===== src/rtl/seven_seg_scanner.sv =====
// seven_seg_scanner: multiplexed hex display driver; new values are applied only at frame boundaries
module seven_seg_scanner #(
  parameter int NUM_DIGITS     = 4,
  parameter int SCAN_DIV       = 25000,
  parameter bit SEG_ACTIVE_LOW = 1'b1,
  parameter bit DIG_ACTIVE_LOW = 1'b1
) (
  input  logic                    i_Clk,
  input  logic                    i_Rst_L,
  input  logic                    i_Load,
  input  logic [4*NUM_DIGITS-1:0] i_Value,
  input  logic                    i_Blank_Lead,
  input  logic                    i_Enable,
  output logic [6:0]              o_Segments,
  output logic [NUM_DIGITS-1:0]   o_Digit_En,
  output logic                    o_Pending,
  output logic                    o_Frame_Done
);
  localparam int PW = $clog2(SCAN_DIV);
  localparam int DW = NUM_DIGITS > 1 ? $clog2(NUM_DIGITS) : 1;
  localparam logic [6:0] SEG_OFF = {7{SEG_ACTIVE_LOW}};
  localparam logic [NUM_DIGITS-1:0] DIG_OFF = {NUM_DIGITS{DIG_ACTIVE_LOW}};
  localparam logic [6:0] SEG_LUT [16] = '{
    7'h7E, 7'h30, 7'h6D, 7'h79, 7'h33, 7'h5B, 7'h5F, 7'h70,
    7'h7F, 7'h7B, 7'h77, 7'h1F, 7'h4E, 7'h3D, 7'h4F, 7'h47
  };
  logic [PW-1:0]           p_q, p_d;
  logic [DW-1:0]           d_q, d_d;
  logic [4*NUM_DIGITS-1:0] shadow_q, shadow_d, disp_q, disp_d;
  logic                    pend_q, pend_d, fd_q, fd_d;
  logic [6:0]              seg_q, seg_d;
  logic [NUM_DIGITS-1:0]   dig_q, dig_d, zero_up, onehot;
  logic                    wrap, boundary, blank, dark, z;
  logic [3:0]              nib;
  always_comb begin
    wrap     = p_q == PW'(SCAN_DIV - 1);
    boundary = wrap && d_q == DW'(NUM_DIGITS - 1);
    p_d      = wrap ? '0 : p_q + 1'b1;
    d_d      = !wrap ? d_q : boundary ? '0 : d_q + 1'b1;
    shadow_d = i_Load ? i_Value : shadow_q;
    disp_d   = i_Load && boundary ? i_Value : boundary && pend_q ? shadow_q : disp_q;
    pend_d   = boundary ? 1'b0 : i_Load | pend_q;
    // zero_up[k] is set when nibbles k..top of the display are all zero
    zero_up  = '0;
    z        = 1'b1;
    for (int k = NUM_DIGITS - 1; k >= 0; k--) begin
      z          = z && disp_q[4*k +: 4] == 4'd0;
      zero_up[k] = z;
    end
    nib      = disp_q[4*d_q +: 4];
    blank    = i_Blank_Lead && d_q != '0 && zero_up[d_q];
    dark     = !i_Enable || p_q == '0;
    onehot   = NUM_DIGITS'(1) << d_q;
    seg_d    = dark || blank ? SEG_OFF : SEG_LUT[nib] ^ SEG_OFF;
    dig_d    = dark ? DIG_OFF : onehot ^ DIG_OFF;
    fd_d     = boundary;
  end
  always_ff @(posedge i_Clk or negedge i_Rst_L) begin
    if (!i_Rst_L) begin
      p_q      <= '0;
      d_q      <= '0;
      shadow_q <= '0;
      disp_q   <= '0;
      pend_q   <= 1'b0;
      seg_q    <= SEG_OFF;
      dig_q    <= DIG_OFF;
      fd_q     <= 1'b0;
    end else begin
      p_q      <= p_d;
      d_q      <= d_d;
      shadow_q <= shadow_d;
      disp_q   <= disp_d;
      pend_q   <= pend_d;
      seg_q    <= seg_d;
      dig_q    <= dig_d;
      fd_q     <= fd_d;
    end
  end
  assign o_Segments   = seg_q;
  assign o_Digit_En   = dig_q;
  assign o_Pending    = pend_q;
  assign o_Frame_Done = fd_q;
endmodule


===== config.mk =====
export PLATFORM = sky130hd
export DESIGN_NAME = seven_seg_scanner
export DESIGN_NICKNAME = d
export VERILOG_FILES = /design/src/rtl/seven_seg_scanner.sv
export SDC_FILE = /design/constraint.sdc
export NUM_CORES = 1
export LEC_CHECK = 0
export BUFFER_PORTS_ARGS = -buffer_cell sky130_fd_sc_hd__buf_2
export CAP_MARGIN = 20
export CORE_ASPECT_RATIO = 0.75
export CORE_MARGIN = 4
export CORE_UTILIZATION = 51
export CTS_BUF_LIST = sky130_fd_sc_hd__clkbuf_8 sky130_fd_sc_hd__clkbuf_16
export DETAILED_ROUTE_END_ITERATION = 8
export PLACE_DENSITY = 0.81
export SETUP_SLACK_MARGIN = 0.1
export SYNTH_ARGS = -nofsm -noshare
export SYNTH_HDL_FRONTEND = slang
export SYNTH_SLANG_ARGS = --single-unit

===== constraint.sdc =====
create_clock -name i_Clk -period 2.3 [get_ports i_Clk]
set_input_delay 0.46 -clock i_Clk [delete_from_list [all_inputs] [get_ports i_Clk]]
set_output_delay 0.46 -clock i_Clk [all_outputs]
set_load 0.005 [all_outputs]

# Word-level counts from Yosys, hierarchy flattened
# Memories as Yosys holds them, arrays and structs flattened.
# Cells that the tools add are included.
# op_classes
addsub	2
n_lt_le_gt_ge	2
n_eq_ne	2
shift	2
n_mux	11
bitwise_logic	4
n_reduce_logical	18
# op_table
operator	count
$mux 16	2
$mux 7	3
$logic_not 4->1	4
$shiftx 16x5->4	1
$add 15x1->15 const B	1
$eq 15x15->1 const B	1
$logic_not 15->1	1
$mux 15	1
$logic_and 1x1->1	8
$not 7->7	1
$ge 5x5->1 const B	1
$not 4->5	1
$mux 4	1
$not 4->4	1
$reduce_bool 2->1	2
$shl 1x2->4 const A	1
$lt 2x3->1 const B	1
$add 2x1->2 const B	1
$bmux 1 s2	1
$eq 2x2->1 const B	1
$logic_or 1x1->1	2
$mux 1	2
$mux 2	1
$logic_not 1->1	1
$or 1x1->1	1
# totals
regBits	62
romBits	112
inputBits	21
output_inout_bits	13
wordCells	50
memories	1
# memory_table
name	depth	width	rd	rd_clocked_by_memory_dff	wr	line_no	source
(name not given)	16	7	1	0	0	54	seg_d = dark || blank ? SEG_OFF : SEG_LUT[nib] ^ SEG_OFF;

# Depth between registers and ports, before layout
# Gate-level depths: netlist of run 1.
# depth
depth_word	9
ltp_mapped	8
ltp_nobuf	7

# Worst setup path after synthesis of run 1
# No wires, ideal clock.
# synth_path
path_type	register to register
start	register p_q[11]
end	register disp_q[10]
setup_time_ps	127
arrival_ps	1878
required_ps	2173
setup_slack_ps	295
stages_incl_launch_ff	8
path_buffers	2
synth_period_minus_slack_ps	2005
path_cell_list	dfrtp_1 nor4_1 nand2_1 nor4_4 and3b_1 buf_4 buf_8 mux2_1
# synth_between
elab_chain_len	4
elab_cells_between_ends	6
classes_between	eq/ne (1); mux (1); reduce/logical (4)
# synth_lines
item	line_no	source
from (decl)	27	logic [PW-1:0] p_q, p_d;
from (signal assigned)	69	p_q <= p_d;
$eq 15x15->1 *	36	wrap = p_q == PW'(SCAN_DIV - 1);
$logic_and 1x1->1 *	37	boundary = wrap && d_q == DW'(NUM_DIGITS - 1);
$logic_and 1x1->1	41	disp_d = i_Load && boundary ? i_Value : boundary && pend_q ? shadow_q : disp_q;
$mux 16 or $reduce_bool 2->1 (tied branches)	--	
to (signal assigned)	72	disp_q <= disp_d;
to (decl)	29	logic [4*NUM_DIGITS-1:0] shadow_q, shadow_d, disp_q, disp_d;
# Every way passes the cells marked *; elsewhere a longest branch is shown, timed or not.
# A chain may end at the register's enable or synchronous reset.

# Worst setup path in the final report of run 1
# layout_path
start	register p_q[11]
end	register disp_q[15]
# The elaborated chain is that of the path after synthesis.

==> results of run 1 <==
==> layer usage <==
layer,track usage (%),part of all wire (%),wire [µm],up-vias
met5,0,0,0,-
met4,6.625,2.0,108,0
met3,8.291,9.0,486,11
met2,25.91,43,2342,77
met1,25.49,46,2487,901
li1,-,-,-,903
==> registers in the layout (all words and copies together) (netlist names) <==
| name | cells |
|---|---|
| o_Pending | 1 |
| disp_q | 16 |
| d_q | 2 |
| o_Frame_Done | 1 |
| o_Segments | 7 |
| p_q | 15 |
| shadow_q | 16 |
| o_Digit_En | 4 |
==> synth_stat cells, drive strengths merged, types with 2 or more instances <==
| cell type | n | area (µm²) |
|---|---|---|
| nor2 | 17 | 63.81 |
| dfrtp | 51 | 1276 |
| nand3b | 4 | 30.03 |
| inv | 12 | 45.04 |
| nor3 | 3 | 15.01 |
| mux2 | 32 | 360.4 |
| a21oi | 2 | 10.01 |
| o221ai | 2 | 17.52 |
| nand3 | 10 | 50.05 |
| o21ai | 4 | 20.02 |
| nand2b | 2 | 12.51 |
| o311a | 2 | 20.02 |
| nor4 | 5 | 46.29 |
| clkbuf | 4 | 15.01 |
| ha | 12 | 150.1 |
| buf | 5 | 37.53 |
| mux4 | 5 | 112.6 |
| xnor2 | 9 | 78.83 |
| mux2i | 2 | 20.02 |
| nand2 | 20 | 75.07 |
| xor2 | 7 | 61.31 |
| dfstp | 11 | 289.0 |
==> worst paths after layout <==
kind | start | endpoint | slack [ns] | cells past startpoint
hold / removal | i_Rst_L | shadow_q[8] | 0.11 | 2
hold reg to reg | p_q[0] | p_q[0] | 0.49 | 1
min in group i_Clk | i_Value[12] | shadow_q[12] | 0.36 | 2
setup / recovery | p_q[11] | disp_q[15] | 0.29 | 6
max in group asynchronous | i_Rst_L | o_Segments[2] | 1.88 | 2
setup reg to reg | p_q[11] | disp_q[15] | 0.29 | 6
==> worst register-to-register path: stages (launching register included) <==
cell and delay [ns]:
dfrtp_1 0.41, nor4_1 0.30, nand2_1 0.15, nor4_4 0.30, and3b_1 0.24, buf_12 0.16, mux2_2 0.34
==> per-stage QoR <==
step | hold slack, ns | instance area (µm²)
2_1_floorplan | 0.1644 | 2925
3_3_place_gp | 0.4737 | 3187
3_5_place_dp | 0.4813 | 3187
4_1_cts | 0.1148 | 3376
5_1_grt | 0.1169 | 3377
6_report | 0.1091 | 3377
==> power by group <==
part	switching (µW)	total (µW)	internal, µW
Combinational	53.7	103	49.3
Clock	402	917	515
Sequential	8.28	1140	1130
Total	464	2160	1690
==> cell families after synthesis <==
kind of cell               Yosys count  synth area share [%]
adders and majority gates           12                 5.132
buffers and inverters               21                 3.336
and+or+nand+nor                     68                 11.81
muxes                               39                 16.85
AOI/OAI and AO/OA                   18                 4.577
xor gates and xnor gates            16                 4.791
DFF                                 62                 53.51
==> timing repair <==
item	4_1_cts	5_1_grt
gates resized for setup	0	1
endpoints found under the setup margin	0	1
endpoints found under the hold margin	0	0
==> area by class of cell <==
| type | instances | share of cell area [%] |
|---|---|---|
| repair buffers | 37 | 6.521 |
| clock buffers | 10 | 4.076 |
| well taps | 75 | 2.779 |
| clock inverters | 5 | 1.519 |
| inverters | 12 | 1.334 |
| multi-input cells | 153 | 37.38 |
| flip-flops and latches | 62 | 46.39 |
==> results.cfg, run 1 <==
[floorplan]
boundaryPins = 34
start_util_pct = 53.78
core_area_um2 = 5439
rows = 23
die_height_um = 73.59
die_area_um2 = 7024
die_w_um = 95.45

[worst_setup_path]
worstPathRequired_ns = 2.53
crit_buf_inv = 1
slowest_delay_ns = 0.41
path_cells = nor4_1 -> nand2_1 -> nor4_4 -> and3b_1 -> buf_12 -> mux2_2
cp-end-kind = register
start_kind = register
critPathMaxFanout = 16
critPathKind = reg -> reg
critPathSlowestCell = dfrtp_1
arrival_ns = 2.24
crit_family = simple AND/OR/NAND/NOR gates

[timing]
min_period_ns = 2.011
drv_slew = 0
grt_setup_unrepaired = false
hold_viol = 0
post-route-period-util_pct = 87.42
fmax_mhz = 497.4
relSlewSlack_pct = 73.05
layout_setup_ws_ns = 0.2894
setup_viol = 0
setup_tns_ns = 0
skew_ns = 0.006717
worst_pin_slew_ns = 0.3992

[power_and_ir_drop]
p_per_area_nw_per_um2 = 639.0
power_leakage_uw = 0.001517
peakVddDrop_uv = 415.8
total_power_uw = 2158

[global_route]
antenna_found_initial = 0
grt_overflow = 0
first_global_vias = 1901
grt_usage_pct = 18.50
grt_max_degree = 63
grt_pass1_wl_mm = 9.446

[clocking]
path_clk_slew_ns = 0.07
cts_root_buf = clkbuf_8
cts.sinks = 62
cts_setup_buffers = 0
cts_hold_buffers = 0
clk_path_buf_depth = 2
cts_tree = done
tritoncts.num_buffers = 9
cts.htree.levels = 3
clkLatencyLatePin_ns = 0.35

[cells_and_area]
ff_latch_area_um2 = 1567
multiInputGateArea_um2 = 1262
drive_above_1_share_pct = 32.62
final_common_cell = dfrtp_1
nFillCells = 425
instances_no_fill = 354
syn2layout_area_growth_pct = 15.44
final_nets = 308
final_core_util_pct = 62.09
n_antenna_cell = 0
mostFrequentLayoutCells = dfrtp_1, buf_2, mux2_2

[logic_synthesis]
synth_warnings = 0
synth_enable_flop_cells = 0
syn_area_um2 = 2925
async_flop_share_pct = 100.0
synth-seq-cells = 62
seq_area_frac_synth_pct = 53.51
synthesis.nets = 269
avgSynthCellArea_um2 = 12.40
synth.distinct_cells = 41
synth_ff_type = dfrtp_1
netlist_instances = 236

[placed_design]
io_buffer_count = 33
post-place-ws_ns = 0.2498
dp.cells = 339
hpwlAfterDp_mm = 3.913
place.gp.congestion = 0.8767

[run_status]
status = completed

[routing]
first_iter_violations = 186
drcViolationCount = 0
vias = 1892
wl_mm = 5.425
dr.pass1.iters = 4
ant_nets = 0
avgRoutedWirePerCell_um = 15.32
via_per_inst = 5.345

[run]
cap_violations = 0

[min_path]
hp-class = in -> async
Power figures use the tool's default switching activity.
==> run 2: changes to the inputs <==
==> config.mk (replaced) <==
export PLATFORM = sky130hd
export DESIGN_NAME = seven_seg_scanner
export DESIGN_NICKNAME = d
export VERILOG_FILES = /design/src/rtl/seven_seg_scanner.sv
export SDC_FILE = /design/constraint.sdc
export NUM_CORES = 1
export LEC_CHECK = 0
export ABC_AREA = 1
export BUFFER_PORTS_ARGS = -buffer_cell sky130_fd_sc_hd__buf_2
export CAP_MARGIN = 20
export CORE_ASPECT_RATIO = 0.75
export CORE_MARGIN = 4
export CORE_UTILIZATION = 51
export DETAILED_ROUTE_END_ITERATION = 8
export PLACE_DENSITY = 0.8
export SETUP_SLACK_MARGIN = 0.1
export SLEW_MARGIN = 20
export SYNTH_ARGS = -nofsm -noshare
export SYNTH_HDL_FRONTEND = slang
export SYNTH_SLANG_ARGS = --single-unit
==> run 2 against run 1 <==
  * Flip-flop and latch count stayed put
  * Die area is 15% higher
  * Clock skew is 0.0010 ns higher
  * Routed wire length is 29% higher
  * Synthesized area is 17% higher
  * Core utilization is 1.5 points lower
  * Non-clock buffer count is 2 higher
  * Combinational power is 5% higher
  * Critical path depth is 4 higher
  * Critical path type unchanged
  * Critical endpoint is now o_Segments[6]
  * Clock power is 9% higher
==> results.cfg, run 2 <==
[routing]
first_iter_violations = 163
dr.pass1.iters = 5
via_per_inst = 4.838
ant_nets = 0
wl_mm = 6.993
drcViolationCount = 0
vias = 2801
avgRoutedWirePerCell_um = 12.08

[worst_setup_path]
critPathMaxFanout = 14
worstPathRequired_ns = 2.55
arrival_ns = 2.20
worstRegToRegCells = 10
cp-end-kind = register
r2r_slack_ns = 0.35
critPathKind = reg -> reg
reg2reg_from = d_q[0]
start_kind = register
r2r_end = o_Segments[6]

[logic_synthesis]
synth_ff_type = dfrtp_1
synthAdderAreaFrac_pct = 4.389
syn_area_um2 = 3421
seq_area_frac_synth_pct = 45.76
synthXorXnorAreaFrac_pct = 1.280
synth_top_family_by_area = simple AND/OR/NAND/NOR gates
synth_commonest_cells = nand2_1, inv_1, dfrtp_1, nor2_1, nand3_1
async_flop_share_pct = 100.0
netlist_instances = 456
synth.distinct_cells = 25
synthesis.nets = 489
yosys.area_share.simple_pct = 30.21
synth_warnings = 0
synth_top_area_cell = dfrtp_1
synth-seq-cells = 62
synth_area_leaders = dfrtp_1, nand2_1, inv_1
synth_compound_area_share_pct = 5.121
avgSynthCellArea_um2 = 7.502
synth_mux_area_share_pct = 0
synth.most_common_cell = nand2_1
yosysTopAreaCellShare_pct = 37.31
synth_enable_flop_cells = 0

[global_route]
antenna_found_initial = 0
grt_max_degree = 63
grt_pass1_wl_mm = 12.26
grt_overflow = 0
first_global_vias = 2659
grt_usage_pct = 19.44

[clocking]
cts_setup_buffers = 0
cts_hold_buffers = 0
tritoncts.num_buffers = 9
ctsResizeCount = 0
clk_path_buf_depth = 2
cts.sinks = 62
cts.htree.levels = 3
clkLatencyLatePin_ns = 0.36
cts_tree = done
path_clk_slew_ns = 0.07
cts_root_buf = clkbuf_8

[floorplan]
boundaryPins = 34
rows = 25
die_area_um2 = 8095
core_area_um2 = 6412
die_height_um = 78.93
start_util_pct = 53.35
die_w_um = 102.6

[timing]
relSlewSlack_pct = 63.22
skew_ns = 0.007748
hold_viol = 0
grt_setup_unrepaired = false
fmax_mhz = 513.1
min_period_ns = 1.949
setup_viol = 0
post-route-period-util_pct = 84.73
worst_pin_slew_ns = 0.5517
setup_tns_ns = 0
drv_slew = 0

[placed_design]
post_dp_cell_area_um2 = 3679
hpwlAfterDp_mm = 5.158
place.gp.congestion = 0.9262
io_buffer_count = 33

[power_and_ir_drop]
peakVddDrop_uv = 518.7
power_leakage_uw = 0.002077
p_per_area_nw_per_um2 = 575.7

[cells_and_area]
syn2layout_area_growth_pct = 13.61
mostFrequentLayoutCells = nand2_1, inv_1, dfrtp_1
final_nets = 526
final_common_cell = nand2_1
nFillCells = 583
drive_above_1_share_pct = 17.07
n_antenna_cell = 0
largestRegisters = disp_q: 16 flops, shadow_q: 16 flops, p_q: 15 flops
stdcell_area_um2 = 3886

[run_status]
status = completed

[min_path]
hp-class = in -> async

[run]
cap_violations = 0
==> run 2: cell count changes in the layout (fill, tap and decap cells not counted), sizes merged, moves of 8 or more <==
cell   before  now
inv        13  103
mux2       32    0
nand4       1   19
nor2       17   41
xnor2       9    1
nand2      20  127
o21ai       4   16
nand3      10   33
==> run 2: routing by layer <==
metal  up-vias  routed length [µm]  track usage [%]
li1       1454                   -                -
met1      1272                3543            28.95
met2        66                2922            27.38
met3         9                 415            6.409
met4         0                 110            4.194
met5         -                   0                0
==> run 2: worst max-delay path by stage <==
| stage | from | end | cells after the start |
|---|---|---|---|
| finish | d_q[0] | o_Segments[6] | 10 |
| global route | d_q[0] | o_Segments[3] | 10 |
| CTS | d_q[0] | o_Segments[6] | 10 |
| detailed placement | d_q[0] | o_Segments[6] | 10 |
| global placement | d_q[0] | o_Segments[3] | 10 |
| floorplan | d_q[0] | o_Segments[6] | 8 |
==> run 2: logic make-up after synthesis <==
family	count (synthesis)
simple gates	230
buf+inv	116
fa+ha+maj	12
flops	62
xor+xnor	5
compound gates	31
==> run 2: per-stage QoR <==
| step | instances | utilization (%) | worst slack, ns | hold WS (ns) | total power [µW] |
|---|---|---|---|---|---|
| after floorplan | 456 | - | 0.7346 | 0.1644 | 1200 |
| after global placement | 563 | 57.37 | 0.5128 | 0.4721 | 1256 |
| after detailed placement | 563 | 57.37 | 0.3732 | 0.4896 | 1262 |
| after CTS | 579 | 60.60 | 0.3552 | 0.1142 | 2267 |
| after global routing | 579 | 60.60 | 0.1398 | 0.1209 | 2343 |
| final | 579 | 60.60 | 0.3511 | 0.1032 | 2237 |
==> run 2: layout make-up <==
| type | instances | area, µm² | area share [%] |
|---|---|---|---|
| well taps | 81 | 101.3 | 2.608 |
| clock buffers | 10 | 137.6 | 3.542 |
| multi-input cells | 278 | 1403 | 36.09 |
| repair buffers | 39 | 222.7 | 5.731 |
| inverters | 103 | 386.6 | 9.948 |
| flip-flops and latches | 62 | 1565 | 40.28 |
| clock inverters | 6 | 70.07 | 1.803 |
==> run 2: worst max-delay path: stages (launching register included) <==
cell and delay (ns):
dfrtp_1 0.58, inv_2 0.18, nand2_1 0.09, nand3_1 0.06, nand2_1 0.20, inv_1 0.12
ha_1 0.25, inv_1 0.11, a21oi_1 0.09, nand2_1 0.08, nand3_1 0.08
==> run 2: where the power goes <==
part	switching [µW]	total, µW	internal (µW)
sequential	7.20	1130	1120
combinational	67.3	108	40.3
clock	465	1000	534
==> run 3: changes to the inputs <==
--- a/config.mk
+++ b/config.mk
@@ -5,14 +5,14 @@
 export SDC_FILE = /design/constraint.sdc
 export NUM_CORES = 1
 export LEC_CHECK = 0
-export ABC_AREA = 1
+export ABC_AREA = 0
 export BUFFER_PORTS_ARGS = -buffer_cell sky130_fd_sc_hd__buf_2
 export CAP_MARGIN = 20
 export CORE_ASPECT_RATIO = 0.75
 export CORE_MARGIN = 4
 export CORE_UTILIZATION = 51
 export DETAILED_ROUTE_END_ITERATION = 8
-export PLACE_DENSITY = 0.8
+export PLACE_DENSITY = 0.81
 export SETUP_SLACK_MARGIN = 0.1
 export SLEW_MARGIN = 20
 export SYNTH_ARGS = -nofsm -noshare
==> constraint.sdc (replaced) <==
create_clock -name i_Clk -period 2 [get_ports i_Clk]
set_input_delay 0.4 -clock i_Clk [delete_from_list [all_inputs] [get_ports i_Clk]]
set_output_delay 0.4 -clock i_Clk [all_outputs]
set_load 0.005 [all_outputs]
==> run 3 against run 2 <==
  * Flip-flop and latch count did not move
  * Combinational power grew 9%
  * Final area decreased by 8.4%
  * Global-route usage decreased by 1.5 points
  * Cell count shrank 36%
  * Maximum frequency rose by 4.1%
  * Critical path depth shrank 3
  * Hold slack got worse by 0.048 ns
  * Total power up 10%
  * Critical path type unchanged
  * Largest power group unchanged
==> results.cfg, run 3 (synthesis gave the netlist of run 1 again) <==
[global_route]
grt_max_degree = 63
grt_pass1_wl_mm = 9.328
grt_overflow = 0
grt_usage_pct = 17.93
antenna_found_initial = 0
first_global_vias = 1953

[routing]
via_per_inst = 5.287
top_layer = met4
drcViolationCount = 0
avgRoutedWirePerCell_um = 15.32
met1Wirelength_mm = 2.734
vias = 1972
wl_mm = 5.713
wl_met3_um = 348
wl_met2_mm = 2.552
ant_nets = 0
first_iter_violations = 156
dr.pass1.iters = 4

[placed_design]
hpwlAfterDp_mm = 3.911
post_dp_cell_area_um2 = 3229
place.gp.congestion = 0.9070
io_buffer_count = 33

[floorplan]
die_area_um2 = 7024
die_height_um = 73.59
core_area_um2 = 5439
rows = 23
die_w_um = 95.45
start_util_pct = 53.78
boundaryPins = 34

[clocking]
cts.sinks = 62
tritoncts.num_buffers = 9
path_clk_slew_ns = 0.06
cts.htree.levels = 3
cts_hold_buffers = 0
cts_root_buf = clkbuf_8
clkLatencyLatePin_ns = 0.34
clk_path_buf_depth = 2
cts_tree = done

[timing]
drv_slew = 0
setup_tns_ns = 0
fmax_mhz = 534.3
skew_ns = 0.006226
hold_viol = 0
relSlewSlack_pct = 72.25
whs_ns = 0.05521
min_period_ns = 1.872
setup_viol = 0
post-route-period-util_pct = 93.59
worst_pin_slew_ns = 0.4124
grt_setup_unrepaired = true

[worst_setup_path]
cp-end-kind = register
crit_family = multiplexers
start_kind = register
worstPathRequired_ns = 2.28
critPathSlowestCell = mux4_2
arrival_ns = 2.15
crit_buf_inv = 1
slowest_delay_ns = 0.59
path_cells = mux4_2 -> inv_2 -> ha_1 -> nor2_1 -> nor2_1 -> a22o_1 -> nand2_1
critPathMaxFanout = 4
crit_top_cell = nor2_1
critPathKind = reg -> reg

[cells_and_area]
final_core_util_pct = 65.47
largestRegisters = disp_q: 16 flops, shadow_q: 16 flops, p_q: 15 flops
drive_above_1_share_pct = 40.27
stdcell_area_um2 = 3561
final_nets = 326
mostFrequentLayoutCells = dfrtp_1, buf_2, mux2_2
n_antenna_cell = 0
syn2layout_area_growth_pct = 21.73
final_common_cell = dfrtp_1

[power_and_ir_drop]
p_per_area_nw_per_um2 = 692.3
peakVddDrop_uv = 593.5
power_leakage_uw = 0.001597

[run_status]
status = completed

[run]
cap_violations = 0

[min_path]
hp-class = in -> async
run 3: changes by cell type in the layout (fill, tap and decap cells not counted), moves of 12 or more:
cell and delta:
nand2_1 -98, nor2_1 -23, mux2_2 +22, nand3_1 -22
buf_4 +14, o21ai_0 -12, inv_1 -88, nand4_1 -18
run 3: power breakdown:
| part | internal, µW | total [µW] | switching [µW] | leakage (µW) |
|---|---|---|---|---|
| Clock | 572 | 1040 | 466 | 0.0000904 |
| Sequential | 1300 | 1310 | 10.1 | 0.000769 |
| Combinational | 56.6 | 118 | 61.2 | 0.000738 |
run 3: timing repair:
action,4_1_cts,5_1_grt
gates cloned,0,0
setup buffers,4,10
setup endpoints to repair,17,23
pin swaps,2,5
gates resized for setup,3,12
run 3: layer usage:
metal / global-route usage, % / vias to the layer above
li1: - / 940
met1: 25.70 / 961
met2: 24.59 / 63
met3: 6.551 / 8
met4: 7.413 / 0
met5: 0 / -
run 3: final timing paths:
check	start	end	slack, ns	cells after the start
min in group i_Clk	i_Value[8]	shadow_q[8]	0.31	2
max reg2reg	d_q[0]	o_Segments[3]	0.13	7
min reg2reg	p_q[6]	p_q[6]	0.50	1
min	i_Rst_L	shadow_q[11]	0.06	2
max	d_q[0]	o_Segments[3]	0.13	7
max in group asynchronous	i_Rst_L	o_Segments[3]	1.64	2
run 3: worst reg2reg max path, cell delays in order (launching register included):
cell     delay (ns)
dfrtp_1        0.42
mux4_2         0.59
inv_2          0.13
ha_1           0.24
nor2_1         0.10
nor2_1         0.07
a22o_1         0.21
nand2_1        0.07
run 3: metrics by stage:
step,total power [µW],worst slack [ns],std cells
2_1_floorplan,1382,0.1023,236
3_3_place_gp,1447,0.1292,343
3_5_place_dp,1453,0.07434,343
4_1_cts,2484,0.1093,363
5_1_grt,2564,0.06172,373
6_report,2465,0.1282,373
run 3: layout make-up:
| type | instances | area (µm²) |
|---|---|---|
| Clock buffer | 12 | 135.1 |
| Clock inverter | 4 | 47.55 |
| Fill cell | 396 | 1878 |
| Inverter | 12 | 48.80 |
| Multi-Input combinational cell | 153 | 1308 |
| Sequential cell | 62 | 1569 |
| Tap cell | 75 | 93.84 |
| Timing Repair Buffer | 55 | 359.1 |
